--- src/rtl/muladd_pkg.sv ---
// Shared types and constants for the muladd scheduler slice.
package muladd_pkg;

  localparam int RES_W = 32;

  typedef struct packed {
    logic        s;
    logic [15:0] a;
    logic [15:0] b;
    logic [31:0] c;
  } muladd_op_t;

  typedef enum logic {
    ARB    = 1'b0,
    LOCKED = 1'b1
  } sched_state_t;

endpackage

--- src/rtl/muladd.sv ---
// Combinational multiply-accumulate: o = c + a*b (s=0) or c - a*b (s=1), wrapping mod 2^32.
module muladd
  import muladd_pkg::*;
(
  input  logic             s,
  input  logic [15:0]      a,
  input  logic [15:0]      b,
  input  logic [31:0]      c,
  output logic [RES_W-1:0] o
);

  logic signed [31:0] prod_s;

  assign prod_s = $signed(a) * $signed(b);
  assign o      = s ? (c - prod_s) : (c + prod_s);

endmodule

--- src/rtl/rr_arbiter.sv ---
// Round-robin arbiter: grants the first valid requester after ptr, wrapping modulo NREQ.
module rr_arbiter #(
  parameter int NREQ = 4,
  parameter int IW   = $clog2(NREQ)
) (
  input  logic [IW-1:0]   ptr,
  input  logic [NREQ-1:0] valid,
  output logic [NREQ-1:0] grant,
  output logic [IW-1:0]   idx,
  output logic            any
);

  logic [IW-1:0] cand_s;
  logic          hit_s;

  // Scan offsets 1..NREQ from the pointer; the first hit wins.
  always_comb begin
    grant  = '0;
    idx    = '0;
    any    = 1'b0;
    cand_s = '0;
    hit_s  = 1'b0;
    for (int k = 1; k <= NREQ; k++) begin
      cand_s        = IW'((int'(ptr) + k) % NREQ);
      hit_s         = !any && valid[cand_s];
      grant[cand_s] = grant[cand_s] | hit_s;
      idx           = hit_s ? cand_s : idx;
      any           = any | hit_s;
    end
  end

endmodule

--- src/rtl/muladd_sched.sv ---
// Round-robin scheduler sharing one muladd among NREQ requesters, with bounded
// lock bursts and a fixed two-cycle registered result path.
module muladd_sched
  import muladd_pkg::*;
#(
  parameter int NREQ      = 4,
  parameter int MAX_BURST = 4
) (
  input  logic                    clk,
  input  logic                    rst_n,
  input  logic [NREQ-1:0]         req_valid,
  input  logic [NREQ-1:0]         req_lock,
  input  logic [NREQ-1:0]         req_s,
  input  logic [NREQ*16-1:0]      req_a,
  input  logic [NREQ*16-1:0]      req_b,
  input  logic [NREQ*32-1:0]      req_c,
  output logic [NREQ-1:0]         req_ready,
  output logic                    rsp_valid,
  output logic [$clog2(NREQ)-1:0] rsp_id,
  output logic [RES_W-1:0]        rsp_o
);

  localparam int             IW        = $clog2(NREQ);
  localparam int             CW        = $clog2(MAX_BURST + 1);
  localparam logic [CW:0]    BURST_MAX = (CW + 1)'(MAX_BURST);
  localparam logic           LOCK_EN   = (MAX_BURST > 1) ? 1'b1 : 1'b0;

  sched_state_t    state_r, state_n;
  logic [IW-1:0]   last_r, last_n;
  logic [IW-1:0]   owner_r, owner_n;
  logic [CW-1:0]   count_r, count_n;
  logic [CW:0]     count_inc_s;
  logic            burst_done_s;
  logic            owner_live_s;
  logic            do_arb_s;
  logic            accept_s;
  logic [NREQ-1:0] arb_grant_s;
  logic [IW-1:0]   arb_idx_s;
  logic            arb_any_s;
  logic [IW-1:0]   grant_idx_s;
  muladd_op_t      op_s, op_r;
  logic [IW-1:0]   id_r;
  logic            v1_r;
  logic [RES_W-1:0] mul_o_s;

  rr_arbiter #(.NREQ(NREQ), .IW(IW)) u_arb (
    .ptr   (last_r),
    .valid (req_valid),
    .grant (arb_grant_s),
    .idx   (arb_idx_s),
    .any   (arb_any_s)
  );

  // Grant selection: a live lock owner pre-empts round-robin arbitration.
  always_comb begin
    owner_live_s = (state_r == LOCKED) && req_valid[owner_r];
    grant_idx_s  = owner_live_s ? owner_r : arb_idx_s;
    if (!rst_n) begin
      req_ready = '0;
    end else if (owner_live_s) begin
      req_ready = {{(NREQ-1){1'b0}}, 1'b1} << owner_r;
    end else begin
      req_ready = arb_grant_s;
    end
    accept_s = |req_ready;
  end

  // Operand mux driven by the one-hot grant.
  always_comb begin
    op_s = '0;
    for (int k = 0; k < NREQ; k++) begin
      op_s.s = op_s.s | (req_s[k] & req_ready[k]);
      op_s.a = op_s.a | (req_a[k*16 +: 16] & {16{req_ready[k]}});
      op_s.b = op_s.b | (req_b[k*16 +: 16] & {16{req_ready[k]}});
      op_s.c = op_s.c | (req_c[k*32 +: 32] & {32{req_ready[k]}});
    end
  end

  // Next-state: continue a live burst, otherwise arbitrate (abandoning any stale lock).
  always_comb begin
    state_n      = state_r;
    last_n       = last_r;
    owner_n      = owner_r;
    count_n      = count_r;
    count_inc_s  = {1'b0, count_r} + (CW + 1)'(1'b1);
    burst_done_s = (count_inc_s >= BURST_MAX);
    case (state_r)
      LOCKED:  do_arb_s = !owner_live_s;
      ARB:     do_arb_s = 1'b1;
      default: do_arb_s = 1'b1;
    endcase
    if (!do_arb_s) begin
      last_n = owner_r;
      if (!req_lock[owner_r] || burst_done_s) begin
        state_n = ARB;
        count_n = '0;
      end else begin
        state_n = LOCKED;
        count_n = count_inc_s[CW-1:0];
      end
    end else begin
      state_n = ARB;
      count_n = '0;
      if (arb_any_s) begin
        last_n = arb_idx_s;
        if (req_lock[arb_idx_s] && LOCK_EN) begin
          state_n = LOCKED;
          owner_n = arb_idx_s;
          count_n = CW'(1'b1);
        end else begin
          state_n = ARB;
        end
      end else begin
        last_n = last_r;
      end
    end
  end

  // Scheduler state registers.
  always_ff @(posedge clk or negedge rst_n) begin
    if (!rst_n) begin
      state_r <= ARB;
      last_r  <= IW'(NREQ - 1);
      owner_r <= '0;
      count_r <= '0;
    end else begin
      state_r <= state_n;
      last_r  <= last_n;
      owner_r <= owner_n;
      count_r <= count_n;
    end
  end

  muladd u_mac (
    .s (op_r.s),
    .a (op_r.a),
    .b (op_r.b),
    .c (op_r.c),
    .o (mul_o_s)
  );

  // Stage 1 captures operands; stage 2 registers the result, holding it when idle.
  always_ff @(posedge clk or negedge rst_n) begin
    if (!rst_n) begin
      op_r      <= '0;
      id_r      <= '0;
      v1_r      <= 1'b0;
      rsp_valid <= 1'b0;
      rsp_id    <= '0;
      rsp_o     <= '0;
    end else begin
      v1_r      <= accept_s;
      rsp_valid <= v1_r;
      if (accept_s) begin
        op_r <= op_s;
        id_r <= grant_idx_s;
      end else begin
        op_r <= op_r;
        id_r <= id_r;
      end
      if (v1_r) begin
        rsp_o  <= mul_o_s;
        rsp_id <= id_r;
      end else begin
        rsp_o  <= rsp_o;
        rsp_id <= rsp_id;
      end
    end
  end

endmodule

--- config.mk ---
export PLATFORM = sky130hd
export DESIGN_NAME = muladd_sched
export DESIGN_NICKNAME = d
export VERILOG_FILES = /design/src/rtl/muladd_pkg.sv /design/src/rtl/muladd.sv /design/src/rtl/rr_arbiter.sv /design/src/rtl/muladd_sched.sv
export SDC_FILE = /design/constraint.sdc
export NUM_CORES = 1
export LEC_CHECK = 0
export CAP_MARGIN = 20
export CORE_ASPECT_RATIO = 1.1
export CORE_UTILIZATION = 31
export DETAILED_ROUTE_END_ITERATION = 12
export GPL_ROUTABILITY_DRIVEN = 0
export PLACE_DENSITY = 0.58
export SLEW_MARGIN = 20
export SYNTH_ARGS = -nofsm -noshare
export SYNTH_HDL_FRONTEND = slang
export SYNTH_SLANG_ARGS = --single-unit
export TNS_END_PERCENT = 10
--- constraint.sdc ---
create_clock -name clk -period 14.5 [get_ports clk]
set_input_delay 2.175 -clock clk [delete_from_list [all_inputs] [get_ports clk]]
set_output_delay 2.175 -clock clk [all_outputs]
set_load 0.1 [all_outputs]
==> reports/results.ini <==
[setup_path]
start_kind = flop
max_stage_delay_ps = 840
crit_slowest_cell = dfrtp_1
path_max_fanout = 17
r2r_slack_ps = 5010
cpMostUsedCell = fa_1
r2r_cells = 33
setup.worst_path.end_class = flop
crit_start = op_r[58]
reg2reg_from = op_r[58]
rr_endpoint = rsp_o[29]
cp.arrival_ps = 9730
cp.required_ps = 14740
path_class = reg -> reg

[route]
via_count = 18687
via_per_inst = 5.40
wl_per_cell_microns = 20.3
detail_route.wirelength_mm = 70.1
drtIter0Drc = 1458
dr.pass1.iters = 5
drc_errors = 0
ant_nets = 0

[run]
drv.max_cap_violation_count = 0

[floorplan]
die_y_microns = 271
coreArea_sq_um = 65100
rows = 98
initial_core_util_pct = 31.4
io-pin-count = 309
die-area_sq_um = 66900
die_w_microns = 247

[sta]
grt_setup_unrepaired = false
clock.fmax_mhz = 105
slew_headroom_pct = 29.5
drv_slew = 0
setup_violations = 0
fin_skew_ps = 26.3
period_share_pct = 65.5
period_needed_ps = 9490
finalHoldViolations = 0
max_slew.worst_pin.slew_ps = 1050
tns_ps = 0

[clock_tree]
clkSinkCount = 111
holdBufCountCts = 0
clock_latency_ps = 390
cts_buffers = 9
h-tree-depth = 3
cts_tree = done
post_cts_resized = 0
cts-root-buf = clkbuf_16
clkTransAtPathRegs_ps = 80
cts_setup_buffers = 0
cts.path.max_buffers = 2

[layout]
drive_gt1_share_pct = 4.03
syn_to_final_growth_pct = 20.0
instances_no_fill = 3459
fin_nets = 3257
utilization_pct = 37.6

[hold_path]
min_to = id_r[0]
hp-start = id_r[0]
hold_depth = 1
worstHoldPathType = reg -> reg

[logic_synthesis]
synthSimpleGateAreaFrac_pct = 19.8
synth_edf_count = 0
muxShareOfSynthArea_pct = 6.77
synth_compound_area_share_pct = 14.0
ys_seq_area_share_pct = 13.6
synthAdderAreaFrac_pct = 33.3
yosysWarnings = 0
synth_top_family_by_area = adder cells
synth_async_sr_flop_share_pct = 100
syn_inst = 2404
yosys_register_bits = 111
ys.flop_type = dfrtp_1
avgSynthCellArea_sq_um = 8.50
synthesis.area_sq_um = 20400
synthDistinctLibCells = 77
synth_xor_area_share_pct = 3.58
synth_nets = 3060

[global_route]
antenna_found_initial = 4
grt_overflow = 0
grt_start_max_net_pins = 130
grt_pass1_wl_mm = 111
grt_usage_pct = 21.2
grt_pass1_vias = 19465

[placement]
portBuffers = 308
hpwl_mm = 55.3
dp_cells = 3440

[outcome]
outcome = finished clean

[cell usage in the layout, fill, tap and decap left out, types with 7 or more instances in the layout]
master | Yosys | routed
inv_1 | 328 | 328
a221oi_1 | 68 | 68
a21oi_1 | 115 | 115
nor2b_1 | 16 | 16
dfrtp_1 | 109 | 108
a21o_1 | 25 | 25
o21a_1 | 11 | 11
buf_4 | 2 | 20
a211oi_1 | 9 | 9
nand2b_1 | 20 | 20
clkbuf_16 | 0 | 9
mux2_2 | 35 | 35
o21ai_0 | 36 | 36
mux2i_1 | 9 | 9
xnor2_1 | 58 | 58
nor3_1 | 83 | 83
ha_1 | 123 | 123
a31oi_1 | 15 | 15
clkdlybuf4s50_1 | 0 | 307
nand3_1 | 81 | 81
nand4_1 | 78 | 78
or3_1 | 8 | 8
mux2_1 | 62 | 62
xor2_1 | 23 | 23
nor2_1 | 144 | 140
fa_1 | 263 | 263
nand2_1 | 235 | 234
and2_1 | 124 | 124
mux4_2 | 7 | 7
o211ai_1 | 70 | 70
[layout make-up]
type,instances,area [sq um]
antenna,3,7.51
sequential,111,2780
multi-input combinational,1820,15900
inverter,330,1240
tap,850,1060
fill,6583,40600
clock buffer,10,229
timing repair buffer,329,3260
clock inverter,6,51.3
[worst max-delay path, delay by kind of cell, from the launching register on]
kind,cells,cell delay [ps]
DFF,1,840
adders and majority gates,8,3780
buffers and inverters,3,160
and+or+nand+nor,7,1810
xor gates and xnor gates,2,400
AOI/OAI and AO/OA,13,2380
[flip-flops by register name, indices dropped and copies added (netlist names)]
register	flops
v1_r	1
op_r	65
rsp_o	32
state_r	1
count_r	3
rsp_id	2
id_r	2
last_r	2
owner_r	2
rsp_valid	1
[cell families after synthesis]
| group | count (synthesis) |
|---|---|
| compound gates | 413 |
| other cells | 1 |
| flops | 111 |
| mux | 116 |
| xor+xnor | 82 |
| buf+inv | 473 |
| fa+ha+maj | 386 |
| simple gates | 822 |
[Yosys cell counts (all sizes together) (78+ instances only)]
cell type	number	share of area (%)
a21oi	115	2.8
and2	124	3.8
clkbuf	119	2.2
dfrtp	109	13
fa	263	26
ha	123	7.5
inv	329	6.0
mux2	98	5.4
nand2	235	4.3
nand3	81	2.0
nand4	78	2.4
nor2	144	2.6
nor3	83	2.0
[through the flow]
| step | setup slack [ps] | cell area, sq um | hold slack (ps) |
|---|---|---|---|
| 2_1_floorplan | 6120 | 20400 | 426 |
| 3_3_place_gp | 5340 | 24200 | 473 |
| 3_5_place_dp | 5180 | 24200 | 478 |
| 4_1_cts | 5080 | 24500 | 496 |
| 5_1_grt | 4360 | 24500 | 514 |
| 6_report | 5010 | 24500 | 494 |
[layer usage]
metal  GRT usage (%)  wire length [microns]  vias up
li1                -                      -     8550
met1            26.6                  28800     9293
met3            2.89                   3770      147
met5               0                      0        -
met2            35.5                  33700      697
met4            10.6                   3810        0
[worst max-delay path by stage]
| stage | slack, ps | depth (start not counted) | end |
|---|---|---|---|
| after floorplan | 6120 | 33 | rsp_o[27] |
| after global placement | 5340 | 33 | rsp_o[29] |
| after detailed placement | 5180 | 35 | rsp_o[29] |
| after CTS | 5080 | 35 | rsp_o[29] |
| after global routing | 4360 | 35 | rsp_o[29] |
| final | 5010 | 33 | rsp_o[29] |
Power is left out: the tool's default activity adds up to more than one toggle a clock period on the data nets, which glitch-free logic cannot reach.
